==> src/rtl/tlb_walk_sched.sv <==
// Shared ITLB/DTLB page-table walker: round-robin miss arbitration and
// sequencing of multi-level PTE reads over one memory read port.
module tlb_walk_sched #(
  parameter int XLEN    = 64,
  parameter int PA_BITS = 56,
  parameter int LEVELS  = 3,
  parameter int VPN_SEG = 9
) (
  input  logic               clk,
  input  logic               reset_n,
  input  logic [PA_BITS-13:0] SATP_PPN,
  input  logic               ITLBMiss,
  input  logic               DTLBMiss,
  input  logic [XLEN-1:0]    IVAdr,
  input  logic [XLEN-1:0]    DVAdr,
  input  logic               TLBFlush,
  output logic               MemReq,
  output logic [PA_BITS-1:0] MemPAdr,
  input  logic               MemAck,
  input  logic [XLEN-1:0]    MemRData,
  output logic [XLEN-1:0]    PTE,
  output logic [1:0]         PageTypeWriteVal,
  output logic               ITLBWrite,
  output logic               DTLBWrite,
  output logic               IWalkFault,
  output logic               DWalkFault,
  output logic               Busy
);

  localparam int VW = LEVELS * VPN_SEG;
  localparam int ZB = (XLEN == 64) ? 3 : 2;
  localparam logic [1:0] LVL_TOP = 2'(LEVELS - 1);

  typedef enum logic [1:0] {S_IDLE, S_READ, S_WRITE, S_FAULT} state_e;

  state_e             state_q;
  logic [1:0]         lvl_q;
  logic [VW-1:0]      vpn_q;
  logic               sel_q;
  logic               last_q;
  logic               abort_q;
  logic               mem_req_q;
  logic [PA_BITS-1:0] mem_padr_q;
  logic [XLEN-1:0]    pte_q;
  logic [1:0]         ptype_q;

  logic          sel_win_s;
  logic [VW-1:0] vpn_win_s;
  logic          miss_sel_s;
  logic          abort_s;
  logic          bad_pte_s;
  logic          leaf_s;
  logic          unused_s;

  function automatic logic [VPN_SEG-1:0] vpn_seg(input logic [VW-1:0] vpn, input logic [1:0] lvl);
    vpn_seg = {VPN_SEG{1'b0}};
    for (int l = 0; l < LEVELS; l++) begin
      if (int'(lvl) == l) vpn_seg = vpn[l*VPN_SEG +: VPN_SEG];
    end
  endfunction

  assign sel_win_s  = (ITLBMiss & DTLBMiss) ? ~last_q : DTLBMiss;
  assign vpn_win_s  = sel_win_s ? DVAdr[12 +: VW] : IVAdr[12 +: VW];
  assign miss_sel_s = sel_q ? DTLBMiss : ITLBMiss;
  // Abort includes the condition arising this very cycle, not just the sticky flag.
  assign abort_s    = abort_q | TLBFlush | ~miss_sel_s;
  assign bad_pte_s  = ~MemRData[0] | (MemRData[2] & ~MemRData[1]);
  assign leaf_s     = MemRData[1] | MemRData[3];
  assign unused_s   = ^{IVAdr, DVAdr};

  // Walk state machine with registered memory request, address and leaf data.
  always_ff @(posedge clk or negedge reset_n) begin
    if (!reset_n) begin
      state_q    <= S_IDLE;
      lvl_q      <= 2'd0;
      vpn_q      <= {VW{1'b0}};
      sel_q      <= 1'b0;
      last_q     <= 1'b0;
      abort_q    <= 1'b0;
      mem_req_q  <= 1'b0;
      mem_padr_q <= {PA_BITS{1'b0}};
      pte_q      <= {XLEN{1'b0}};
      ptype_q    <= 2'd0;
    end else begin
      case (state_q)
        S_IDLE: begin
          if (ITLBMiss | DTLBMiss) begin
            sel_q      <= sel_win_s;
            last_q     <= sel_win_s;
            vpn_q      <= vpn_win_s;
            lvl_q      <= LVL_TOP;
            abort_q    <= 1'b0;
            mem_padr_q <= {SATP_PPN, vpn_seg(vpn_win_s, LVL_TOP), {ZB{1'b0}}};
            mem_req_q  <= 1'b1;
            state_q    <= S_READ;
          end
        end
        S_READ: begin
          if (MemAck) begin
            if (abort_s) begin
              mem_req_q <= 1'b0;
              state_q   <= S_IDLE;
            end else if (bad_pte_s) begin
              mem_req_q <= 1'b0;
              state_q   <= S_FAULT;
            end else if (leaf_s) begin
              mem_req_q <= 1'b0;
              pte_q     <= MemRData;
              ptype_q   <= lvl_q;
              state_q   <= S_WRITE;
            end else if (lvl_q == 2'd0) begin
              mem_req_q <= 1'b0;
              state_q   <= S_FAULT;
            end else begin
              lvl_q      <= lvl_q - 2'd1;
              mem_padr_q <= {MemRData[PA_BITS-3:10], vpn_seg(vpn_q, lvl_q - 2'd1), {ZB{1'b0}}};
            end
          end else begin
            abort_q <= abort_s;
          end
        end
        S_WRITE, S_FAULT: begin
          state_q <= S_IDLE;
        end
        default: begin
          state_q   <= S_IDLE;
          mem_req_q <= 1'b0;
        end
      endcase
    end
  end

  assign MemReq           = mem_req_q;
  assign MemPAdr          = mem_padr_q;
  assign PTE              = pte_q;
  assign PageTypeWriteVal = ptype_q;
  assign Busy             = (state_q != S_IDLE);
  assign ITLBWrite        = (state_q == S_WRITE) & ~sel_q & ~abort_s;
  assign DTLBWrite        = (state_q == S_WRITE) &  sel_q & ~abort_s;
  assign IWalkFault       = (state_q == S_FAULT) & ~sel_q & ~abort_s;
  assign DWalkFault       = (state_q == S_FAULT) &  sel_q & ~abort_s;

endmodule

==> config.mk <==
export PLATFORM = sky130hd
export DESIGN_NAME = tlb_walk_sched
export DESIGN_NICKNAME = d
export VERILOG_FILES = /design/src/rtl/tlb_walk_sched.sv
export SDC_FILE = /design/constraint.sdc
export NUM_CORES = 1
export LEC_CHECK = 0
export CAP_MARGIN = 20
export CORE_AREA = 2 2 144 146
export CTS_BUF_LIST = sky130_fd_sc_hd__clkbuf_4 sky130_fd_sc_hd__clkbuf_8
export DETAILED_ROUTE_END_ITERATION = 12
export DIE_AREA = 0 0 146 148
export PLACE_DENSITY = 0.74
export SYNTH_ARGS = -nofsm -noshare
export SYNTH_HDL_FRONTEND = slang
export SYNTH_SLANG_ARGS = --single-unit
export TNS_END_PERCENT = 100
==> constraint.sdc <==
create_clock -name clk -period 2.68 [get_ports clk]
set_input_delay 0.268 -clock clk [delete_from_list [all_inputs] [get_ports clk]]
set_output_delay 0.268 -clock clk [all_outputs]
set_load 0.01 [all_outputs]
==> results of run 1 <==
[worst paths after layout]
kind | start | end | slack (ns) | cells after the start
max | last_q | DTLBWrite | 0.13 | 5
min | reset_n | PTE[41] | 0.37 | 2
max reg2reg | lvl_q[0] | MemPAdr[31] | 0.33 | 7
min reg2reg | PTE[0] | PTE[0] | 0.48 | 1
max in group asynchronous | reset_n | PTE[18] | 1.54 | 3
min in group clk | MemRData[61] | PTE[61] | 0.43 | 2
[per-stage QoR]
stage            util  std cells  instance area, um2
3_5_place_dp   0.5159       1052               10340
5_1_grt        0.5358       1085               10740
4_1_cts        0.5358       1085               10740
3_3_place_gp   0.5159       1052               10340
2_1_floorplan       -        512                7187
6_report       0.5358       1085               10740
[cells by family after synthesis]
family          synth area share
compound gates           0.05577
buf+inv                  0.04618
flops                     0.5333
mux                       0.3205
other cells            0.0005223
fa+ha+maj               0.006971
simple gates             0.03678
[routing by layer]
layer	global-route usage	vias up	part of all wire
met4	0.05534	0	0.015
met5	0	-	0
met2	0.2925	208	0.49
met3	0.04846	20	0.065
met1	0.2242	2554	0.43
li1	-	2418	-
[layout by cell type, fill, tap and decap left out, types with 2 or more instances in the layout]
| cell type | count |
|---|---|
| nand2_1 | 2 |
| clkinv_4 | 3 |
| dfrtp_1 | 152 |
| ha_1 | 4 |
| buf_4 | 8 |
| clkdlybuf4s50_1 | 291 |
| mux2_4 | 49 |
| buf_12 | 5 |
| inv_6 | 6 |
| mux2i_1 | 27 |
| inv_8 | 3 |
| mux2_2 | 106 |
| inv_1 | 5 |
| conb_1 | 3 |
| a22oi_1 | 2 |
| a221oi_1 | 9 |
| o22ai_1 | 9 |
| nor2_1 | 31 |
| mux2_1 | 9 |
| nor2b_1 | 3 |
| nor3b_1 | 3 |
| clkbuf_8 | 17 |
| nor3_1 | 2 |
| a21oi_1 | 32 |
| o21ai_0 | 10 |
[report_power, final]
group	leakage, nW	internal, mW	total (mW)	switching [mW]
combinational	2.56	3.71	6.01	2.30
sequential	1.85	3.47	4.11	0.644
clock	0.198	0.774	1.75	0.975
[layout make-up]
class                      instances  area [um2]  share of cell area
timing repair buffer             306        3094              0.2882
clock buffer                      17       234.0             0.02179
multi-input combinational        319        3068              0.2857
inverter                           5       18.77            0.001748
tap                              270       337.8             0.03146
clock inverter                    15       155.1             0.01445
sequential                       153        3830              0.3567
[registers in the layout, summed over array words and instances, names as in the netlist, 2 cells and up]
register and flops:
MemPAdr 53, PTE 64, PageTypeWriteVal 2, lvl_q 2, state_q 2, vpn_q 27
[what timing repair did]
action	CTS	global route
hold buffers	1	0
setup endpoints to repair	0	4
resized for setup	0	1
endpoints found under the hold margin	59	0
==> results.cfg, run 1 <==
[cts]
cts.htree.levels = 4
clk_pin_slew_worst_paths_ns = 0.10
cts_tree = yes
post-cts-setup-buffer-count = 0
cts_made_buffers = 17
cts_root_buffer = clkbuf_8
clock_latency_ns = 0.44
cts.path.max_buffers = 2
cts_sinks = 153

[yosys]
synth-seq-cells = 153
synth_common_cells = 153 x dfrtp_1, 106 x mux2_2, 49 x mux2_4, 32 x a21oi_1, 32 x nor2_1
syn_avg_cell_area_um2 = 14.08
yosys_warnings = 0
syn_inst = 510
synthDominantCellAreaShare = 0.5333
synth.most_common_cell = dfrtp_1
synth_edf_count = 0
netlist_top_cells_area = dfrtp_1 53%, mux2_2 17%, mux2_4 10%
yosysSeqAreaShare = 0.5333
async_flop_share = 1.000
syn_area_mm2 = 0.007179
synth_cell_types = 42
yosys.area.top_type = dfrtp_1
ys.flop_type = dfrtp_1

[flow_run]
maxCapViolations = 0

[hold_path]
hold_path.class = primary input to async pin

[floorplan]
die_y_um = 148
dieArea_mm2 = 0.02161
io_pins = 370
die_x_um = 146
row_count = 52
start_util = 0.3583
core_area_mm2 = 0.02004

[route]
vias = 5200
drc = 0
via_per_inst = 4.793
avgRoutedWirePerCell_um = 17.26
ant_nets = 0
firstDrtPassIters = 4
drt-total-wl_um = 18730
first_iter_violations = 165

[timing]
min_period_ns = 2.552
whs_ns = 0.3680
setup_violations = 0
post-route-period-util = 0.9521
hold_violations = 0
final.setup.worst_slack_ns = 0.1283
worst_slew_margin_rel = 0.6008
maxSlewViolCount = 0
skew_ns = 0.01547
fin_setup_tns_ns = 0
rsz0062_at_grt = false
fmax_mhz = 391.9
worst_pin_slew_ns = 0.5989

[critical_path]
timing_worst_setup_path_type = register to output port
crit_family = buffers and inverters
path_buf_inv = 1
path_cells = mux2_4 > and2_2 > nand2_1 > nor3b_1 > clkdlybuf4s50_1
worstSetupEndpointType = output port
worst_ep_arrival_time_ns = 2.28
critical_path.slowest_cell = clkdlybuf4s50_1
cp-start-kind = register
cp_max_fo = 8
critPathRequiredTime_ns = 2.41
slowest_delay_ns = 0.61

[power_and_ir_drop]
p_leak_nw = 4.613
p_per_area_mw_per_mm2 = 1105
peakVddDrop_mv = 0.5495
total_power_mw = 11.87

[final_layout]
layout-drive-gt1-share = 0.2601
syn_to_final_growth_pct = 49.56
nFillCells = 1789
final_nets = 1048
antenna_cells = 0

[placement]
gp_congestion = 0.7919
io_buffers = 292
dp_slack_ns = 0.2591
post-dp-hpwl_um = 13630

[status]
status = finished clean

[global_route]
grt_pass1_wl_um = 29790
gr-total-overflow = 0
grt_pass1_vias = 5456
grt_max_degree = 67
grt_usage = 0.1759
antenna_found_initial = 0
Note: power is estimated with default switching activity, not from simulation.
==> run 2: changes to the inputs <==
- SKIP_CTS_REPAIR_TIMING: unset -> 1
==> results.cfg, run 2 (synthesized netlist as in run 1, its figures left out) <==
[status]
status = finished clean

[floorplan]
start_util = 0.3583
die_y_um = 148
die_x_um = 146
core_area_mm2 = 0.02004
io_pins = 370
row_count = 52
dieArea_mm2 = 0.02161

[cts]
clk_pin_slew_worst_paths_ns = 0.10
clock_latency_ns = 0.44
cts_made_buffers = 17
cts_tree = yes
cts_root_buffer = clkbuf_8
cts.htree.levels = 4
cts.path.max_buffers = 2
cts_sinks = 153

[timing]
maxSlewViolCount = 0
final.setup.worst_slack_ns = 0.1307
fin_setup_tns_ns = 0
worst_pin_slew_ns = 0.5983
fmax_mhz = 392.3
min_period_ns = 2.549
post-route-period-util = 0.9512
rsz0062_at_grt = false
whs_ns = 0.3691
hold_violations = 0
skew_ns = 0.01560
setup_violations = 0
worst_slew_margin_rel = 0.6011

[final_layout]
antenna_cells = 0
nFillCells = 1789
layout_common_cells = 291 x clkdlybuf4s50_1, 152 x dfrtp_1, 106 x mux2_2
syn_to_final_growth_pct = 49.56
layout-drive-gt1-share = 0.2601
largest_register_ffs = 64
final_common_cell = clkdlybuf4s50_1
final_nets = 1048
final_area_mm2 = 0.01074

[critical_path]
rr_worst_depth = 7
slowest_delay_ns = 0.61
critical_path.slowest_cell = clkdlybuf4s50_1
r2r-start = lvl_q[0]
path_cells = mux2_4 > and2_2 > nand2_1 > nor3b_1 > clkdlybuf4s50_1
r2r_end = MemPAdr[31]
cp-start-kind = register
worstSetupEndpointType = output port
cp_max_fo = 8
timing_worst_setup_path_type = register to output port
worst_ep_arrival_time_ns = 2.28
r2r_slack_ns = 0.33
critPathRequiredTime_ns = 2.41
crit_family = buffers and inverters
path_buf_inv = 1

[global_route]
grt_max_degree = 67
grt_pass1_vias = 5442
grt_usage = 0.1755
grt_pass1_wl_um = 29740
gr-total-overflow = 0
antenna_found_initial = 0

[power_and_ir_drop]
p_per_area_mw_per_mm2 = 1105
p_clk_frac = 0.147
peakVddDrop_mv = 0.5493
p_int_mw = 7.953
pwr-share-comb = 0.506
power_switching_mw = 3.917
seqPwrFrac = 0.346
p_leak_nw = 4.613
swShare = 0.3300

[flow_run]
maxCapViolations = 0

[route]
ant_nets = 0
vias = 5207
first_iter_violations = 167
via_per_inst = 4.799
drc = 0
firstDrtPassIters = 4
drt-total-wl_um = 18740
avgRoutedWirePerCell_um = 17.27

[placement]
gp_congestion = 0.7919
io_buffers = 292
dp_slack_ns = 0.2591
post-dp-hpwl_um = 13630
place_area_mm2 = 0.01034

[hold_path]
hold_path.class = primary input to async pin
run 2: layout make-up:
class / count / area [um2] / share of cell area
clock buffer: 17 / 234.0 / 0.02179
clock inverter: 15 / 155.1 / 0.01445
inverter: 5 / 18.77 / 0.001748
multi-input combinational: 319 / 3068 / 0.2857
sequential: 153 / 3830 / 0.3567
tap: 270 / 337.8 / 0.03146
timing repair buffer: 306 / 3094 / 0.2882
run 2: metal layers:
metal | GRT usage | vias up | wire, um
met4 | 0.05534 | 0 | 266
met2 | 0.2901 | 207 | 9193
li1 | - | 2419 | -
met3 | 0.04877 | 20 | 1216
met5 | 0 | - | 0
met1 | 0.2248 | 2561 | 8066
run 2: metrics by stage:
| stage | util | cells | total power [mW] |
|---|---|---|---|
| after floorplan | - | 512 | 7.467 |
| after global placement | 0.5159 | 1052 | 10.09 |
| after detailed placement | 0.5159 | 1052 | 10.22 |
| after CTS | 0.5353 | 1084 | 12.05 |
| after global routing | 0.5358 | 1085 | 12.64 |
| final | 0.5358 | 1085 | 11.87 |
run 2: power groups by stage:
stage          Clock [mW]  Combinational, mW  Sequential (mW)
2_1_floorplan           0               2.98             4.49
3_3_place_gp            0               6.00             4.09
4_1_cts              1.83               6.11             4.12
3_5_place_dp            0               6.06             4.16
5_1_grt              1.95               6.42             4.27
6_report             1.75               6.01             4.11
run 2: worst max path at each step:
stage | from | endpoint | slack (ns) | depth (start not counted)
2_1_floorplan | lvl_q[0] | MemPAdr[10] | 0.62 | 8
3_3_place_gp | ITLBMiss | DTLBWrite | 0.27 | 6
3_5_place_dp | ITLBMiss | DTLBWrite | 0.26 | 6
4_1_cts | last_q | DTLBWrite | 0.02 | 5
5_1_grt | last_q | DTLBWrite | 0.002 | 5
6_report | last_q | DTLBWrite | 0.13 | 5
==> run 3: changes to the inputs <==
- PLACE_DENSITY: 0.74 -> unset
- PLACE_DENSITY_LB_ADDON: unset -> 0.15
==> results.cfg, run 3 (synthesized netlist as in run 1, its figures left out) <==
[final_layout]
final_area_mm2 = 0.01077
largest_register_ffs = 64
layout-drive-gt1-share = 0.2619
post-route-util = 0.5373
layout_common_cells = 289 x clkdlybuf4s50_1, 152 x dfrtp_1, 106 x mux2_2
final_common_cell = clkdlybuf4s50_1
stdcell_count = 1087
final_nets = 1050
antenna_cells = 0
syn_to_final_growth_pct = 49.97

[floorplan]
io_pins = 370
dieArea_mm2 = 0.02161
row_count = 52
die_x_um = 146
start_util = 0.3583
core_area_mm2 = 0.02004
die_y_um = 148

[placement]
dp_slack_ns = 0.1752
io_buffers = 292
dp_cells = 1054
gp_congestion = 0.7609
post-dp-hpwl_um = 14480
place_area_mm2 = 0.01034

[route]
firstDrtPassIters = 4
ant_nets = 0
drc = 0
vias = 5152
avgRoutedWirePerCell_um = 17.93
via_per_inst = 4.740
first_iter_violations = 158
drt-total-wl_um = 19500

[cts]
cts.htree.levels = 4
cts_made_buffers = 17
cts.path.max_buffers = 2
clock_latency_ns = 0.45
cts_sinks = 153
cts_root_buffer = clkbuf_8
clk_pin_slew_worst_paths_ns = 0.09
cts_tree = yes

[critical_path]
path_cells = mux2_4 > and2_2 > nand2_1 > nor3b_1 > clkdlybuf4s50_1
crit_family = buffers and inverters
worstSetupEndpointType = output port
rr_worst_depth = 7
critPathLaunch = last_q
r2r_end = MemPAdr[42]
r2r_slack_ns = 0.25
path_buf_inv = 1
cp_max_fo = 8
slowest_delay_ns = 0.63
path_depth = 5
cp-start-kind = register
critPathRequiredTime_ns = 2.41
r2r-start = lvl_q[1]
crit_end = IWalkFault
critical_path.slowest_cell = clkdlybuf4s50_1
worst_ep_arrival_time_ns = 2.27
timing_worst_setup_path_type = register to output port

[power_and_ir_drop]
power_switching_mw = 3.876
swShare = 0.3232
seqPwrFrac = 0.342
p_clk_frac = 0.154
p_per_area_mw_per_mm2 = 1114
peakVddDrop_mv = 0.4439
p_int_mw = 8.119
p_leak_nw = 4.665
total_power_mw = 12.00
pwr-share-comb = 0.503

[global_route]
grt_pass1_wl_um = 31220
grt_usage = 0.1839
gr-total-overflow = 0
grt_pass1_vias = 5587
antenna_found_initial = 0
grt_max_degree = 71

[status]
status = finished clean

[timing]
post-route-period-util = 0.9464
skew_ns = 0.01659
rsz0062_at_grt = false
maxSlewViolCount = 0
min_period_ns = 2.536
whs_ns = 0.3843
hold_violations = 0
setup_violations = 0
final.setup.worst_slack_ns = 0.1437
fin_setup_tns_ns = 0
fmax_mhz = 394.3
worst_pin_slew_ns = 0.6716
worst_slew_margin_rel = 0.5523

[flow_run]
maxCapViolations = 0

[hold_path]
hold_path.class = primary input to async pin
## run 3: cell type report
cell class / instances / area, um2
Inverter: 5 / 18.77
Tap cell: 270 / 337.8
Timing Repair Buffer: 308 / 3102
Clock buffer: 18 / 241.5
Clock inverter: 14 / 168.9
Sequential cell: 153 / 3830
Multi-Input combinational cell: 319 / 3068
Fill cell: 1739 / 9273
## run 3: worst reg2reg max path, stage by stage (launching register included)
cell     delay, ns
dfrtp_1       0.42
inv_1         0.10
ha_1          0.19
nor4_1        0.38
nand4_1       0.18
a211o_4       0.50
buf_12        0.23
mux2_4        0.31
## run 3: worst min-delay path by stage
stage / slack, ns / to
6_report: 0.38 / MemPAdr[37]
3_5_place_dp: 0.34 / MemPAdr[37]
5_1_grt: 0.40 / PTE[63]
3_3_place_gp: 0.32 / MemPAdr[37]
4_1_cts: -0.17 / MemPAdr[37]
2_1_floorplan: -0.03 / MemPAdr[10]
## run 3: power by group through the flow
stage	combinational [mW]	sequential [mW]	clock, mW
6_report	6.03	4.11	1.85
5_1_grt	6.46	4.27	2.01
4_1_cts	6.13	4.12	1.91
3_5_place_dp	6.09	4.16	0
3_3_place_gp	6.04	4.09	0
2_1_floorplan	2.98	4.49	0
## run 3: per-layer routing
layer	vias to the layer above	GRT usage	part of all wire
li1	2428	-	-
met1	2507	0.2260	0.41
met2	201	0.3085	0.49
met3	16	0.06821	0.085
met4	0	0.04563	0.012
met5	-	0	0
